### config.mk
export PLATFORM = sky130hd
export DESIGN_NAME = qspi_cmd_arbiter
export DESIGN_NICKNAME = d
export VERILOG_FILES = /design/src/rtl/qspi_cmd_arbiter.sv
export SDC_FILE = /design/constraint.sdc
export NUM_CORES = 1
export LEC_CHECK = 0
export BUFFER_PORTS_ARGS = -buffer_cell sky130_fd_sc_hd__buf_2
export CORE_ASPECT_RATIO = 1.1
export CORE_MARGIN = 2
export CORE_UTILIZATION = 46
export DETAILED_ROUTE_END_ITERATION = 12
export PLACE_DENSITY_LB_ADDON = 0.2
export SETUP_SLACK_MARGIN = 0.3
export SLEW_MARGIN = 20
export SYNTH_ARGS = -nofsm -noshare
export SYNTH_HDL_FRONTEND = slang
export SYNTH_SLANG_ARGS = --single-unit
export TNS_END_PERCENT = 50
### constraint.sdc
create_clock -name clk -period 4.1 [get_ports clk]
set_input_delay 0.615 -clock clk [delete_from_list [all_inputs] [get_ports clk]]
set_output_delay 0.615 -clock clk [all_outputs]
set_load 0.01 [all_outputs]
### src/rtl/qspi_cmd_arbiter.sv
// Arbitrates the CSR and XIP requesters onto one QSPI command engine, latches the winning command,
// starts the engine, routes completion back to the owner and aborts transactions that time out.
module qspi_cmd_arbiter #(
  parameter int unsigned ADDR_WIDTH   = 32,
  parameter int unsigned STARVE_LIMIT = 4
) (
  input  logic                  clk,
  input  logic                  reset,
  input  logic                  csr_req_i,
  input  logic [15:0]           csr_cfg_i,
  input  logic [7:0]            csr_opcode_i,
  input  logic [ADDR_WIDTH-1:0] csr_addr_i,
  input  logic [31:0]           csr_len_i,
  input  logic                  csr_is_write_i,
  output logic                  csr_ack_o,
  output logic                  csr_done_o,
  input  logic                  xip_req_i,
  input  logic [15:0]           xip_cfg_i,
  input  logic [7:0]            xip_opcode_i,
  input  logic [ADDR_WIDTH-1:0] xip_addr_i,
  input  logic [31:0]           xip_len_i,
  output logic                  xip_ack_o,
  output logic                  xip_done_o,
  output logic                  eng_start_o,
  input  logic                  eng_busy_i,
  input  logic                  eng_done_i,
  output logic                  eng_abort_o,
  output logic [15:0]           eng_cfg_o,
  output logic [7:0]            eng_opcode_o,
  output logic [ADDR_WIDTH-1:0] eng_addr_o,
  output logic [31:0]           eng_len_o,
  output logic                  eng_is_write_o,
  input  logic [15:0]           timeout_cycles_i,
  input  logic                  err_clr_i,
  output logic                  err_timeout_o,
  output logic                  done_err_o,
  output logic                  owner_o,
  output logic                  busy_o
);

  localparam logic [3:0] StarveLim = 4'(STARVE_LIMIT);

  typedef enum logic [1:0] {StIdle, StIssue, StWait} state_e;

  state_e                state_q, state_d;
  logic [3:0]            starve_q, starve_d;
  logic [15:0]           tcnt_q, tcnt_d;
  logic                  csr_ack_q, csr_ack_d, csr_done_q, csr_done_d;
  logic                  xip_ack_q, xip_ack_d, xip_done_q, xip_done_d;
  logic                  start_q, start_d, abort_q, abort_d;
  logic                  done_err_q, done_err_d, err_q, err_d, owner_q, owner_d;
  logic [15:0]           cfg_q, cfg_d;
  logic [7:0]            opcode_q, opcode_d;
  logic [ADDR_WIDTH-1:0] addr_q, addr_d;
  logic [31:0]           len_q, len_d;
  logic                  wr_q, wr_d;
  logic                  grant_xip, grant_csr, finish, timed_out;

  // XIP has priority until a waiting CSR request has been passed over StarveLim times.
  assign grant_xip = xip_req_i && !(csr_req_i && (starve_q == StarveLim));
  assign grant_csr = csr_req_i && !grant_xip;
  assign timed_out = (timeout_cycles_i != 16'd0) && (tcnt_q == timeout_cycles_i - 16'd1);

  always_comb begin
    state_d    = state_q;
    starve_d   = starve_q;
    tcnt_d     = tcnt_q;
    csr_ack_d  = 1'b0;
    csr_done_d = 1'b0;
    xip_ack_d  = 1'b0;
    xip_done_d = 1'b0;
    start_d    = 1'b0;
    abort_d    = 1'b0;
    done_err_d = 1'b0;
    err_d      = err_clr_i ? 1'b0 : err_q;
    owner_d    = owner_q;
    cfg_d      = cfg_q;
    opcode_d   = opcode_q;
    addr_d     = addr_q;
    len_d      = len_q;
    wr_d       = wr_q;
    finish     = 1'b0;

    case (state_q)
      StIdle: begin
        if (grant_xip) begin
          state_d   = StIssue;
          owner_d   = 1'b1;
          xip_ack_d = 1'b1;
          cfg_d     = xip_cfg_i;
          opcode_d  = xip_opcode_i;
          addr_d    = xip_addr_i;
          len_d     = xip_len_i;
          wr_d      = 1'b0;
        end else if (grant_csr) begin
          state_d   = StIssue;
          owner_d   = 1'b0;
          csr_ack_d = 1'b1;
          cfg_d     = csr_cfg_i;
          opcode_d  = csr_opcode_i;
          addr_d    = csr_addr_i;
          len_d     = csr_len_i;
          wr_d      = csr_is_write_i;
        end
      end
      StIssue: begin
        if (!eng_busy_i) begin
          state_d = StWait;
          start_d = 1'b1;
          tcnt_d  = 16'd0;
        end
      end
      StWait: begin
        if (eng_done_i) begin
          finish = 1'b1;
        end else if (timed_out) begin
          finish     = 1'b1;
          abort_d    = 1'b1;
          done_err_d = 1'b1;
          err_d      = 1'b1;
        end else if (tcnt_q != 16'hFFFF) begin
          tcnt_d = tcnt_q + 16'd1;
        end
      end
      default: state_d = StIdle;
    endcase

    if (finish) begin
      state_d    = StIdle;
      csr_done_d = !owner_q;
      xip_done_d = owner_q;
    end

    if (!csr_req_i || csr_ack_d) begin
      starve_d = 4'd0;
    end else if (xip_ack_d && (starve_q != 4'hF)) begin
      starve_d = starve_q + 4'd1;
    end
  end

  always_ff @(posedge clk) begin
    if (reset) begin
      state_q    <= StIdle;
      starve_q   <= 4'd0;
      tcnt_q     <= 16'd0;
      csr_ack_q  <= 1'b0;
      csr_done_q <= 1'b0;
      xip_ack_q  <= 1'b0;
      xip_done_q <= 1'b0;
      start_q    <= 1'b0;
      abort_q    <= 1'b0;
      done_err_q <= 1'b0;
      err_q      <= 1'b0;
      owner_q    <= 1'b0;
      cfg_q      <= 16'd0;
      opcode_q   <= 8'd0;
      addr_q     <= '0;
      len_q      <= 32'd0;
      wr_q       <= 1'b0;
    end else begin
      state_q    <= state_d;
      starve_q   <= starve_d;
      tcnt_q     <= tcnt_d;
      csr_ack_q  <= csr_ack_d;
      csr_done_q <= csr_done_d;
      xip_ack_q  <= xip_ack_d;
      xip_done_q <= xip_done_d;
      start_q    <= start_d;
      abort_q    <= abort_d;
      done_err_q <= done_err_d;
      err_q      <= err_d;
      owner_q    <= owner_d;
      cfg_q      <= cfg_d;
      opcode_q   <= opcode_d;
      addr_q     <= addr_d;
      len_q      <= len_d;
      wr_q       <= wr_d;
    end
  end

  assign csr_ack_o      = csr_ack_q;
  assign csr_done_o     = csr_done_q;
  assign xip_ack_o      = xip_ack_q;
  assign xip_done_o     = xip_done_q;
  assign eng_start_o    = start_q;
  assign eng_abort_o    = abort_q;
  assign done_err_o     = done_err_q;
  assign err_timeout_o  = err_q;
  assign owner_o        = owner_q;
  assign busy_o         = (state_q != StIdle);
  assign eng_cfg_o      = cfg_q;
  assign eng_opcode_o   = opcode_q;
  assign eng_addr_o     = addr_q;
  assign eng_len_o      = len_q;
  assign eng_is_write_o = wr_q;

endmodule

==> out/results.ini <==
[drt]
dr.pass1.iters=4
wl_per_cell_um=15.1
drt_iter0_drc=300
drc=0
via_count=5638
viasPerCell=5.18
wl_um=16400
ant_nets=0

[sta]
fin_skew_ns=0.00925
tightest_slew_ns=0.674
rsz0062_at_grt=false
setup-violations-final=0
slew_viol_final=0
finalSetupTns_ns=0
final_hold_viol_count=0
finalCritPeriodShare_pct=71.7
slew_headroom_pct=54.9
fin_crit_ns=2.94
fmax_mhz=340

[worst_hold_path]
hold_path.class=register to register

[global_routing]
grt_max_degree=83
grt_util_all_layers_pct=22.9
grt_first_pass_wirelength_um=25000
grt_overflow=0
grt_pass1_vias=5063
antenna_found_initial=0

[floorplan]
fp.dieH_um=122
start_util_pct=46.8
fp-row-count=43
io_pins=299
die-area_um2=13600
fp.coreArea_um2=12500
die_w_um=111

[layout]
layout.nets=1123
num_antenna_cells=0
post-route-util_pct=63.9
drive_above_1_share_pct=36.9
final_cell_count_no_fill=1088
synthToLayoutAreaGrowth_pct=36.8

[setup_path]
cp_slowest_cell=or4b_2
startpoint_type=primary input
crit_chain=buf_2 -> inv_1 -> ha_1 -> or4b_2 -> o211ai_1 -> a32oi_1 -> a21o_1 -> nor2b_1 -> a31o_2 -> or4_1 -> a21oi_1
path_buf_inv=2
worstPathMaxFanout=28
slowest_delay_ns=0.62
crit_required_ns=4.43
cp_data_arrival_time_ns=3.27
crit_family=simple AND/OR/NAND/NOR gates
end_kind=register
criticalPathCategory=primary input to register

[synthesis]
yosys.cell_types.count=45
synth_top_flop_cell=dfxtp_1
synth_warnings=0
syn_area_um2=5840
syn_inst=647
syn_avg_cell_area_um2=9.02
synth-seq-cells=119
async_reset_ff_share_pct=0
yosysSeqAreaShare_pct=40.8
synth_nets=851
synth_edf_count=0

[placement]
dpl.hpwl_um=12400
dp_cells=1057
routabilityCongestion=0.862
portBuffers=298

[power]
p_per_area_nw_per_um2=428
p_leak_nw=3.81
vdd_drop_max_uv=294

[clock_tree]
htreeDepth=4
cts_tree=yes
numCtsBuffers=17
post-cts-setup-buffers=0
cts.sinks=119
cts_resized=0
hold_buffers=0
cts.clk_slew.worst_paths_ns=0.05
clkLatencyLatePin_ns=0.40
clock_path_buffers=2
cts-root-buf=clkbuf_16

[run]
max-cap-violations=0

[outcome]
status=finished clean

[state kept, by name, summed over array words and instances (netlist names)]
register        cells
eng_addr_o         32
eng_len_o          32
eng_cfg_o          16
tcnt_q             16
eng_opcode_o        8
starve_q            4
state_q             2
csr_ack_o           1
csr_done_o          1
done_err_o          1
eng_is_write_o      1
eng_start_o         1
err_timeout_o       1
owner_o             1
xip_ack_o           1
xip_done_o          1
[cell usage in the layout, fill, tap and decap left out, types with 6 or more instances in the layout]
master	synthesis	routed
nand3_1	17	17
or3_1	8	8
inv_1	11	11
xnor2_1	15	15
dfxtp_1	119	119
nor3_1	15	15
buf_2	0	297
nand2_1	15	14
mux2i_1	91	91
clkbuf_16	0	17
a21oi_1	14	14
nor2_1	109	108
or4_1	6	6
xor2_1	9	9
a211oi_1	90	90
o21ai_0	9	9
[area by class of cell]
class | instances | area [um^2]
clock inverters | 12 | 145
flip-flops and latches | 119 | 2380
multi-input cells | 466 | 3210
well taps | 157 | 196
fillers | 1141 | 4500
repair buffers | 304 | 1560
clock buffers | 19 | 443
inverters | 11 | 41.3
[logic make-up after synthesis]
group	count (synthesis)	synth area share, %
mux	92	15.8
simple gates	207	17.5
flops	119	40.8
buf+inv	62	4.44
xor+xnor	24	3.60
fa+ha+maj	4	0.858
compound gates	139	17.0
[report_power, final]
part	switching [mW]	internal (mW)	leakage, nW
combinational	0.355	0.280	2.55
sequential	0.0524	1.26	0.983
clock	0.544	0.917	0.281
total	0.952	2.46	3.81
[worst paths after layout]
| path | startpoint | to | slack (ns) | cells past startpoint |
|---|---|---|---|---|
| worst max-delay path | timeout_cycles_i[0] | tcnt_q[9]$_SDFFE_PP0P_ | 1.16 | 11 |
| worst min-delay path | owner_o$_SDFFE_PP0P_ | csr_done_o$_SDFF_PP0_ | 0.47 | 1 |
| worst max register to register | tcnt_q[4]$_SDFFE_PP0P_ | tcnt_q[9]$_SDFFE_PP0P_ | 1.59 | 8 |
| worst min register to register | owner_o$_SDFFE_PP0P_ | csr_done_o$_SDFF_PP0_ | 0.47 | 1 |
[worst reg2reg max path: stages, from the launching register on]
cell and delay [ns]:
dfxtp_1 0.34, xor2_1 0.19, and4_1 0.22, nor3_1 0.35, nor3_1 0.07, and4_1 0.24, a31o_2 0.39, or4_1 0.51
a21oi_1 0.15
[layer usage]
layer,part of all wire (%),vias to the layer above,global-route usage [%],wire length [um]
met5,0,-,0,0
met4,1.5,0,6.56,247
met3,6.7,17,6.92,1100
met2,49,188,38.9,8000
met1,43,2498,28.3,7030
li1,-,2935,-,-
[metrics by stage]
step | area, um^2 | hold slack [ns] | power (mW) | setup slack [ns]
2_1_floorplan | 5840 | 0.467 | 1.70 | 1.01
3_3_place_gp | 7390 | 0.461 | 1.97 | 0.800
3_5_place_dp | 7390 | 0.466 | 1.98 | 0.772
4_1_cts | 7980 | 0.472 | 3.44 | 1.18
5_1_grt | 7980 | 0.494 | 3.57 | 0.924
6_report | 7980 | 0.474 | 3.41 | 1.16
[Yosys cell counts (6+ instances only)]
master | instances | area, um^2
a211oi_1 | 90 | 676
a21oi_1 | 14 | 70.1
buf_1 | 10 | 37.5
clkbuf_1 | 37 | 139
dfxtp_1 | 119 | 2380
inv_1 | 11 | 41.3
mux2i_1 | 91 | 911
nand2_1 | 15 | 56.3
nand3_1 | 17 | 85.1
nor2_1 | 109 | 409
nor3_1 | 15 | 75.1
o21ai_0 | 9 | 45.0
or3_1 | 8 | 50.1
or4_1 | 6 | 45.0
xnor2_1 | 15 | 131
xor2_1 | 9 | 78.8
No activity file was read; power rests on OpenSTA's default activity.
